[src/rtl/rect_fill_engine.sv]
// Sequential rectangle rasteriser: clips a centred rectangle to the framebuffer and streams pixel writes.
// Define RECT_OUTLINE_EN to enable outline-only drawing through i_outline.
module rect_fill_engine #(
    parameter int ADDR_WIDTH  = 16,
    parameter int DATA_WIDTH  = 4,
    parameter int COORD_WIDTH = 11,
    parameter int FB_WIDTH    = 200,
    parameter int FB_HEIGHT   = 150
) (
    input  logic                   clk,
    input  logic                   rst,
    input  logic                   i_start,
    input  logic [COORD_WIDTH-1:0] i_ctr_x,
    input  logic [COORD_WIDTH-1:0] i_ctr_y,
    input  logic [COORD_WIDTH-1:0] i_half_width,
    input  logic [COORD_WIDTH-1:0] i_half_height,
    input  logic [DATA_WIDTH-1:0]  i_color,
    input  logic                   i_outline,
    input  logic                   i_ready,
    output logic                   o_busy,
    output logic                   o_done,
    output logic                   o_we,
    output logic [ADDR_WIDTH-1:0]  o_addr,
    output logic [DATA_WIDTH-1:0]  o_data
);

    localparam int SW = COORD_WIDTH + 2;

    typedef logic signed [SW-1:0] coord_t;

    localparam coord_t                  FBW    = coord_t'(FB_WIDTH);
    localparam coord_t                  FBH    = coord_t'(FB_HEIGHT);
    localparam logic [ADDR_WIDTH-1:0]   STRIDE = ADDR_WIDTH'(FB_WIDTH);

    typedef enum logic [1:0] {
        IDLE,
        SETUP,
        RUN,
        DONE
    } state_t;

    state_t                 state;
    logic [COORD_WIDTH-1:0] ctr_x;
    logic [COORD_WIDTH-1:0] ctr_y;
    logic [COORD_WIDTH-1:0] half_w;
    logic [COORD_WIDTH-1:0] half_h;
    logic [DATA_WIDTH-1:0]  color;
    coord_t                 x;
    coord_t                 y;
    coord_t                 x0;
    coord_t                 x1;
    coord_t                 y1;
    logic [ADDR_WIDTH-1:0]  row_base;

`ifdef RECT_OUTLINE_EN
    logic   outline_q;
    coord_t exl;
    coord_t exh;
    coord_t eyl;
    coord_t eyh;
    coord_t bxl;
    coord_t bxh;
    coord_t byl;
    coord_t byh;
`else
    logic unused_outline;
    assign unused_outline = i_outline;
`endif

    coord_t                xl;
    coord_t                xh;
    coord_t                yl;
    coord_t                yh;
    coord_t                cx0;
    coord_t                cx1;
    coord_t                cy0;
    coord_t                cy1;
    logic                  empty;
    logic                  last_col;
    logic                  last_px;
    coord_t                nx;
    coord_t                ny;
    logic [ADDR_WIDTH-1:0] nrb;
    logic                  next_on;
    logic                  advance;

    // Bounds/clip from latched inputs, plus the coordinates of the pixel to present next.
    always_comb begin
        xl  = coord_t'({2'b00, ctr_x}) - coord_t'({2'b00, half_w});
        xh  = coord_t'({2'b00, ctr_x}) + coord_t'({2'b00, half_w});
        yl  = coord_t'({2'b00, ctr_y}) - coord_t'({2'b00, half_h});
        yh  = coord_t'({2'b00, ctr_y}) + coord_t'({2'b00, half_h});
        cx0 = xl[SW-1] ? '0 : xl;
        cy0 = yl[SW-1] ? '0 : yl;
        cx1 = (xh > FBW) ? FBW : xh;
        cy1 = (yh > FBH) ? FBH : yh;
        empty = (cx0 >= cx1) || (cy0 >= cy1);

        last_col = (x == x1 - coord_t'(1));
        last_px  = last_col && (y == y1 - coord_t'(1));

        if (state == SETUP) begin
            nx  = cx0;
            ny  = cy0;
            nrb = ADDR_WIDTH'(int'(cy0) * FB_WIDTH);
        end else begin
            nx  = last_col ? x0 : x + coord_t'(1);
            ny  = last_col ? y + coord_t'(1) : y;
            nrb = last_col ? row_base + STRIDE : row_base;
        end

`ifdef RECT_OUTLINE_EN
        bxl = (state == SETUP) ? xl : exl;
        bxh = (state == SETUP) ? xh : exh;
        byl = (state == SETUP) ? yl : eyl;
        byh = (state == SETUP) ? yh : eyh;
        next_on = !outline_q || (nx == bxl) || (nx == bxh - coord_t'(1)) ||
                  (ny == byl) || (ny == byh - coord_t'(1));
`else
        next_on = 1'b1;
`endif

        // Skipped interior pixels (o_we low) advance without waiting on the port.
        advance = !o_we || i_ready;
    end

    always_ff @(posedge clk) begin
        if (rst) begin
            state    <= IDLE;
            ctr_x    <= '0;
            ctr_y    <= '0;
            half_w   <= '0;
            half_h   <= '0;
            color    <= '0;
            x        <= '0;
            y        <= '0;
            x0       <= '0;
            x1       <= '0;
            y1       <= '0;
            row_base <= '0;
            o_busy   <= 1'b0;
            o_done   <= 1'b0;
            o_we     <= 1'b0;
            o_addr   <= '0;
            o_data   <= '0;
`ifdef RECT_OUTLINE_EN
            outline_q <= 1'b0;
            exl       <= '0;
            exh       <= '0;
            eyl       <= '0;
            eyh       <= '0;
`endif
        end else begin
            o_done <= 1'b0;
            case (state)
                IDLE: begin
                    o_we <= 1'b0;
                    if (i_start) begin
                        ctr_x  <= i_ctr_x;
                        ctr_y  <= i_ctr_y;
                        half_w <= i_half_width;
                        half_h <= i_half_height;
                        color  <= i_color;
`ifdef RECT_OUTLINE_EN
                        outline_q <= i_outline;
`endif
                        o_busy <= 1'b1;
                        state  <= SETUP;
                    end
                end
                SETUP: begin
                    x0 <= cx0;
                    x1 <= cx1;
                    y1 <= cy1;
`ifdef RECT_OUTLINE_EN
                    exl <= xl;
                    exh <= xh;
                    eyl <= yl;
                    eyh <= yh;
`endif
                    if (empty) begin
                        o_done <= 1'b1;
                        state  <= DONE;
                    end else begin
                        x        <= nx;
                        y        <= ny;
                        row_base <= nrb;
                        o_we     <= next_on;
                        o_addr   <= nrb + ADDR_WIDTH'(nx);
                        o_data   <= color;
                        state    <= RUN;
                    end
                end
                RUN: begin
                    if (advance) begin
                        if (last_px) begin
                            o_we   <= 1'b0;
                            o_done <= 1'b1;
                            state  <= DONE;
                        end else begin
                            x        <= nx;
                            y        <= ny;
                            row_base <= nrb;
                            o_we     <= next_on;
                            o_addr   <= nrb + ADDR_WIDTH'(nx);
                        end
                    end
                end
                DONE: begin
                    o_busy <= 1'b0;
                    state  <= IDLE;
                end
                default: state <= IDLE;
            endcase
        end
    end

endmodule

[config.mk]
export PLATFORM = sky130hd
export DESIGN_NAME = rect_fill_engine
export DESIGN_NICKNAME = d
export VERILOG_FILES = /design/src/rtl/rect_fill_engine.sv
export SDC_FILE = /design/constraint.sdc
export NUM_CORES = 1
export LEC_CHECK = 0
export CORE_ASPECT_RATIO = 0.5
export CORE_UTILIZATION = 55
export DETAILED_ROUTE_END_ITERATION = 8
export PLACE_DENSITY = 0.85
export SYNTH_ARGS = -nofsm -noshare
export SYNTH_HDL_FRONTEND = slang
export SYNTH_SLANG_ARGS = --single-unit
[constraint.sdc]
create_clock -name clk -period 5.6 [get_ports clk]
set_clock_uncertainty 0.2 [all_clocks]
set_input_delay 0.84 -clock clk [delete_from_list [all_inputs] [get_ports clk]]
set_output_delay 0.84 -clock clk [all_outputs]
set_load 0.01 [all_outputs]
Word-level counts from Yosys, hierarchy flattened
Cells that the tools add are included.
{"block": "classes", "n_addsub": 10, "mul": 1, "magnitude_cmp": 4, "eq_ne": 10, "muxes": 41, "n_bitwise": 1, "n_reduce_logical": 14}
{"cell": "2-to-1 mux 13 bit", "n": 10}
{"cell": "2-to-1 mux 16 bit", "n": 8}
{"cell": "case mux 16 bit (2 select lines)", "n": 2}
{"cell": "case mux 13 bit (2 select lines)", "n": 2}
{"cell": "2-to-1 mux 12 bit", "n": 4}
{"cell": "adder 13 x 2 -> 13 bit, second input constant", "n": 2}
{"cell": "== test 13 bit", "n": 2}
{"cell": "subtractor 13 x 2 -> 13 bit, second input constant", "n": 2}
{"cell": "adder 11 x 11 -> 12 bit", "n": 2}
{"cell": ">= comparator 12 bit", "n": 2}
{"cell": "greater-than comparator 12 x 8 -> 1 bit, second input constant", "n": 2}
{"cell": "subtractor 11 x 11 -> 12 bit", "n": 2}
{"cell": "adder 16 bit", "n": 1}
{"cell": "adder 16 x 8 -> 16 bit, second input constant", "n": 1}
{"cell": "multiplier 12 x 5 -> 13 bit, second input constant", "n": 1}
{"cell": "!= test 2 bit, second input constant", "n": 5}
{"cell": "2-to-1 mux 1 bit", "n": 8}
{"cell": "case mux 2 bit (4 select lines)", "n": 1}
{"cell": "2-to-1 mux 2 bit", "n": 3}
{"cell": "AND reduction 2 bit", "n": 3}
{"cell": "AND reduction 3 bit", "n": 2}
{"cell": "== test 2 bit, second input constant", "n": 2}
{"cell": "case mux 1 bit (2 select lines)", "n": 2}
{"cell": "AND reduction 4 bit", "n": 1}
{"cell": "other kinds (9)", "n": 11}
{"block": "totals", "register_bits": 154, "input_bits": 53, "output_inout_bits": 23}

Longest topological paths before layout
Gate-level depths: netlist (run 1).
{"block": "depth", "ltp_word": 8, "ltp_mapped": 29, "depth_no_buf": 28}

Worst setup path before layout (run 1)
Ideal clock, no wire load.
{"block": "synth_path", "kind": "register to register", "from": "register half_h[1]", "to": "register o_addr[14]", "setup_ps": 132, "arrival_ps": 5107, "required_time_ps": 5268, "slack_ps": 161, "stages_incl_launch_ff": 26, "cell_sequence": "dfxtp_1 > inv_1 > ha_1 > nor2b_1 > o2111ai_1 > nand3_1 > a31oi_1 > clkbuf_1 > nor2b_1 > ha_1 > ha_1 > fa_1 > ha_1 > a21oi_1 > o21bai_1 > a21oi_1 > xnor2_1 > nand2_1 > o21ai_0 > ha_1 > or3_1 > o21ai_0 > a21oi_1 > xor2_1 > nand2_1 > a21oi_1"}
{"block": "synth_via", "elab_chain_len": 8, "elab_cells_between_ends": 16, "cone_classes": "3 x add/sub; 1 x mul; 2 x order compare; 1 x eq/ne; 7 x mux; 2 x reduce/logical"}
{"item": "start: declaration", "line": "46", "rtl": "logic [COORD_WIDTH-1:0] half_h;"}
{"item": "start signal: assignment", "line": "162", "rtl": "half_h <= i_half_height;"}
{"item": "subtractor 11 x 11 -> 12 bit (*)", "line": "91", "rtl": "yl = coord_t'({2'b00, ctr_y}) - coord_t'({2'b00, half_h});"}
{"item": "2-to-1 mux 12 bit (*)", "line": "94", "rtl": "cy0 = yl[SW-1] ? '0 : yl;"}
{"item": "multiplier 12 x 5 -> 13 bit (*)", "line": "105", "rtl": "nrb = ADDR_WIDTH'(int'(cy0) * FB_WIDTH);"}
{"item": "2-to-1 mux 16 bit (*)", "line": "102", "rtl": "if (state == SETUP) begin"}
{"item": "net nrb[12]", "line": "83", "rtl": "logic [ADDR_WIDTH-1:0] nrb;"}
{"item": "adder 16 bit (*)", "line": "189, 205"}
{"item": "2-to-1 mux 16 bit", "line": "196", "rtl": "if (last_px) begin"}
{"item": "2-to-1 mux 16 bit", "line": "195", "rtl": "if (advance) begin"}
{"item": "case mux 16 bit (2 select lines) (*)", "line": "155", "rtl": "case (state)"}
{"item": "end signal: assignment", "line": "189", "rtl": "o_addr <= nrb + ADDR_WIDTH'(nx);"}
{"item": "end signal: assignment", "line": "205", "rtl": "o_addr <= nrb + ADDR_WIDTH'(nx);"}
{"item": "end: declaration", "line": "23", "rtl": "output logic [ADDR_WIDTH-1:0] o_addr,"}
The timed path passes the listed nets; every way through them passes the cells marked *. The select of a mux whose other input is x is not followed.
A chain may end at the register's enable or synchronous reset.

Final worst setup path (run 1)
{"block": "layout_path", "from": "register half_h[8]", "to": "register o_addr[14]"}
The elaborated chain is that of the path after synthesis.

==> results.sh, run 1 <==
export IMPL_total_power_mw=8.748
export IMPL_synth_area_leader_cell="dfxtp_1"
export IMPL_yosys_top_cells_area="dfxtp_1, ha_1, nand2_1"
export IMPL_total_leakage_power_nw=5.735
export IMPL_pwr_share_seq_pct=17.8
export IMPL_port_buffers=74
export IMPL_max_freq_mhz=183.5
export IMPL_layout_common_cells="nand2_1, dfxtp_1, a21oi_1"
export IMPL_max_slew_margin_pct=18.59
export IMPL_first_pass_iters=8
export IMPL_synthCells=1405
export IMPL_mostFrequentLayoutCell="nand2_1"
export IMPL_cp_slowest_cell="fa_1"
export IMPL_antenna_left=0
export IMPL_ioPinCount=76
export IMPL_power_density_nw_per_um2=652.2
export IMPL_die_width_microns=202.3
export IMPL_cts_buffers=17
export IMPL_grt_overflow_total=0
export IMPL_netlist_area_sq_um=11030
export IMPL_clkLatencyLatePin_ns=0.45
export IMPL_async_reset_ff_share_pct=0
export IMPL_setup_slack_ns=0.1498
export IMPL_cpMostUsedCell="inv_1"
export IMPL_seq_area_frac_synth_pct=27.22
export IMPL_arrival_ns=5.56
export IMPL_nNetsFinal=1692
export IMPL_fin_crit_sh_pct=97.33
export IMPL_setup_viol_count_final=0
export IMPL_swShare_pct=46.59
export IMPL_clock_sinks=150
export IMPL_netSwitchingPower_mw=4.076
export IMPL_end_kind="register"
export IMPL_pwr_share_comb_pct=67.9
export IMPL_track_usage_pct=28.97
export IMPL_grt_pass1_wl_microns=48070
export IMPL_peakVddDrop_mv=0.4055
export IMPL_cts_tree="built"
export IMPL_route_detailed_drc=0
export IMPL_clock_path_buffers=2
export IMPL_worst_setup_path_start_kind="register"
export IMPL_rows=36
export IMPL_diodes=0
export IMPL_grt_max_degree=89
export IMPL_intPower_mw=4.672
export IMPL_initial_utilization_pct=56.43
export IMPL_crit_fanout=4
export IMPL_synth_edf_count=0
export IMPL_drive_gt1_share_pct=13.11
export IMPL_htreeDepth=4
export IMPL_crit_type="register to register"
export IMPL_grt_pass1_vias=9862
export IMPL_place_area_sq_um=12340
export IMPL_area_delta_synth_final_pct=21.59
export IMPL_synth_area_per_cell_sq_um=7.852
export IMPL_clkTransAtPathRegs_ns=0.06
export IMPL_synth_seq_cells=150
export IMPL_hold_buffers=0
export IMPL_hp_class="register to register"
export IMPL_cap_violations=0
export IMPL_core_area_sq_um=19550
export IMPL_vias=10496
export IMPL_routedWlPerCell_microns=17.08
export IMPL_finalSetupTns_ns=0
export IMPL_ys_warn_count=0
export IMPL_status="finished, final reports clean"
export IMPL_clkPwrFrac_pct=14.3
export IMPL_vias_per_cell=5.857
export IMPL_die_area_sq_um=20660
export IMPL_antenna_found_initial=0
export IMPL_dp_cells=1749
export IMPL_crit_required_ns=5.71
export IMPL_finish_instance_area_sq_um=13410
export IMPL_cts_root_buf="clkbuf_16"
export IMPL_synth_top_area_share_pct=27.22
export IMPL_drv_slew=0
export IMPL_die_h_microns=102.1
export IMPL_yosysUniqueCellTypes=77
export IMPL_worst_slew_pin_slew_ns=1.217
export IMPL_fin_cells=1792
export IMPL_gp_congestion=0.8981
export IMPL_slowest_delay_ns=0.54
export IMPL_period_needed_ns=5.450
export IMPL_dp_hpwl_microns=21970
export IMPL_pre_cts_slack_ns=-0.1581
export IMPL_hold_viol_final=0
export IMPL_yosys_most_used_dff="dfxtp_1"
export IMPL_finalWirelength_microns=30610
export IMPL_drtIter0Drc=911
-- synthesized netlist by cell type (all sizes together), types with 10 or more instances --
library cell,n
a21o,22
a21oi,139
and2,17
and3,13
buf,19
clkbuf,45
dfxtp,150
fa,11
ha,115
inv,86
mux2i,13
nand2,222
nand2b,28
nand3,42
nand3b,10
nor2,89
nor2b,18
nor3,26
o21ai,53
o21bai,12
or2,18
or3,10
xnor2,68
xor2,39
-- power groups by stage --
| stage | combinational, mW | clock (mW) | sequential (mW) |
|---|---|---|---|
| 2_1_floorplan | 3.57 | 0 | 1.51 |
| 3_3_place_gp | 4.92 | 0 | 1.55 |
| 3_5_place_dp | 5.14 | 0 | 1.57 |
| 4_1_cts | 5.28 | 1.26 | 1.55 |
| 5_1_grt | 6.44 | 1.31 | 1.59 |
| 6_report | 5.94 | 1.25 | 1.56 |
-- critical path: cells and delay by family, from the launching register on --
kind,cells,cell delay [ns]
adder cells (fa/ha/maj),6,1.81
AO/OA/AOI/OAI,10,1.42
buffers and inverters,6,0.54
XOR/XNOR,2,0.34
AND/OR/NAND/NOR,4,0.67
flip-flops,1,0.34
-- sequential cells by signal, summed over array words and instances (netlist names), 12 cells and up --
name / count
o_addr: 16
row_base: 16
x: 13
y: 13
x1: 12
y1: 12
-- kinds of logic after synthesis --
logic type / after synthesis / share of synthesized area, %
flip-flops: 150 / 27.22
XOR/XNOR: 107 / 8.495
buffers and inverters: 150 / 5.614
multiplexers: 14 / 1.282
AO/OA/AOI/OAI: 330 / 19.02
AND/OR/NAND/NOR: 527 / 23.30
other: 1 / 0.03399
adder cells (fa/ha/maj): 126 / 15.04
-- layer usage --
layer / global-route usage, % / up-vias / share of wire (%)
met5: 0 / - / 0
met3: 7.239 / 73 / 7.4
met2: 47.37 / 369 / 45
met1: 37.68 / 4996 / 45
met4: 9.890 / 0 / 2.4
li1: - / 5058 / -
-- final cells by class --
class / count / area, sq um
clock buffers: 20 / 456.7
multi-input cells: 1110 / 7796
fillers: 1512 / 6135
repair buffers: 148 / 1324
clock inverters: 12 / 175.2
inverters: 86 / 322.8
well taps: 266 / 332.8
flip-flops and latches: 150 / 3007
-- path summary, 6_finish.rpt --
path | start | to | slack, ns | depth (start not counted)
worst max-delay path | half_h[8] | o_addr[14] | 0.15 | 28
worst max register to register | half_h[8] | o_addr[14] | 0.15 | 28
worst min register to register | o_addr[11] | o_addr[11] | 0.25 | 2
worst min-delay path | o_addr[11] | o_addr[11] | 0.25 | 2
-- per-stage QoR --
| step | utilization [%] | hold WS, ns |
|---|---|---|
| floorplan | - | 0.2214 |
| finish | 68.62 | 0.2499 |
| global placement | 63.12 | 0.2353 |
| global route | 68.62 | 0.2642 |
| detailed placement | 63.12 | 0.2429 |
| CTS | 66.57 | 0.2545 |
-- timing repair --
item                                   4_1_cts  5_1_grt
buffers inserted                             4        6
resized for setup                            7       70
pin swaps                                    2       16
gates cloned                                 0        1
setup endpoints to repair                   51       56
endpoints found under the hold margin        0        0
Note: power is estimated with default switching activity, not from simulation.
==> inputs of run 2 (changes only) <==
--- a/config.mk
+++ b/config.mk
@@ -5,6 +5,7 @@
 export SDC_FILE = /design/constraint.sdc
 export NUM_CORES = 1
 export LEC_CHECK = 0
+export ABC_AREA = 0
 export CORE_ASPECT_RATIO = 0.5
 export CORE_UTILIZATION = 55
 export DETAILED_ROUTE_END_ITERATION = 8
==> results of run 2 <==
The final DEF is identical to that of run 1; final timing and power are the same.
==> inputs of run 3 (changes only) <==
--- a/config.mk
+++ b/config.mk
@@ -6,6 +6,7 @@
 export NUM_CORES = 1
 export LEC_CHECK = 0
 export ABC_AREA = 0
+export ABC_CLOCK_PERIOD_IN_PS = 5600
 export CORE_ASPECT_RATIO = 0.5
 export CORE_UTILIZATION = 55
 export DETAILED_ROUTE_END_ITERATION = 8
==> results of run 3 <==
The final DEF is identical to that of run 1; final timing and power are the same.
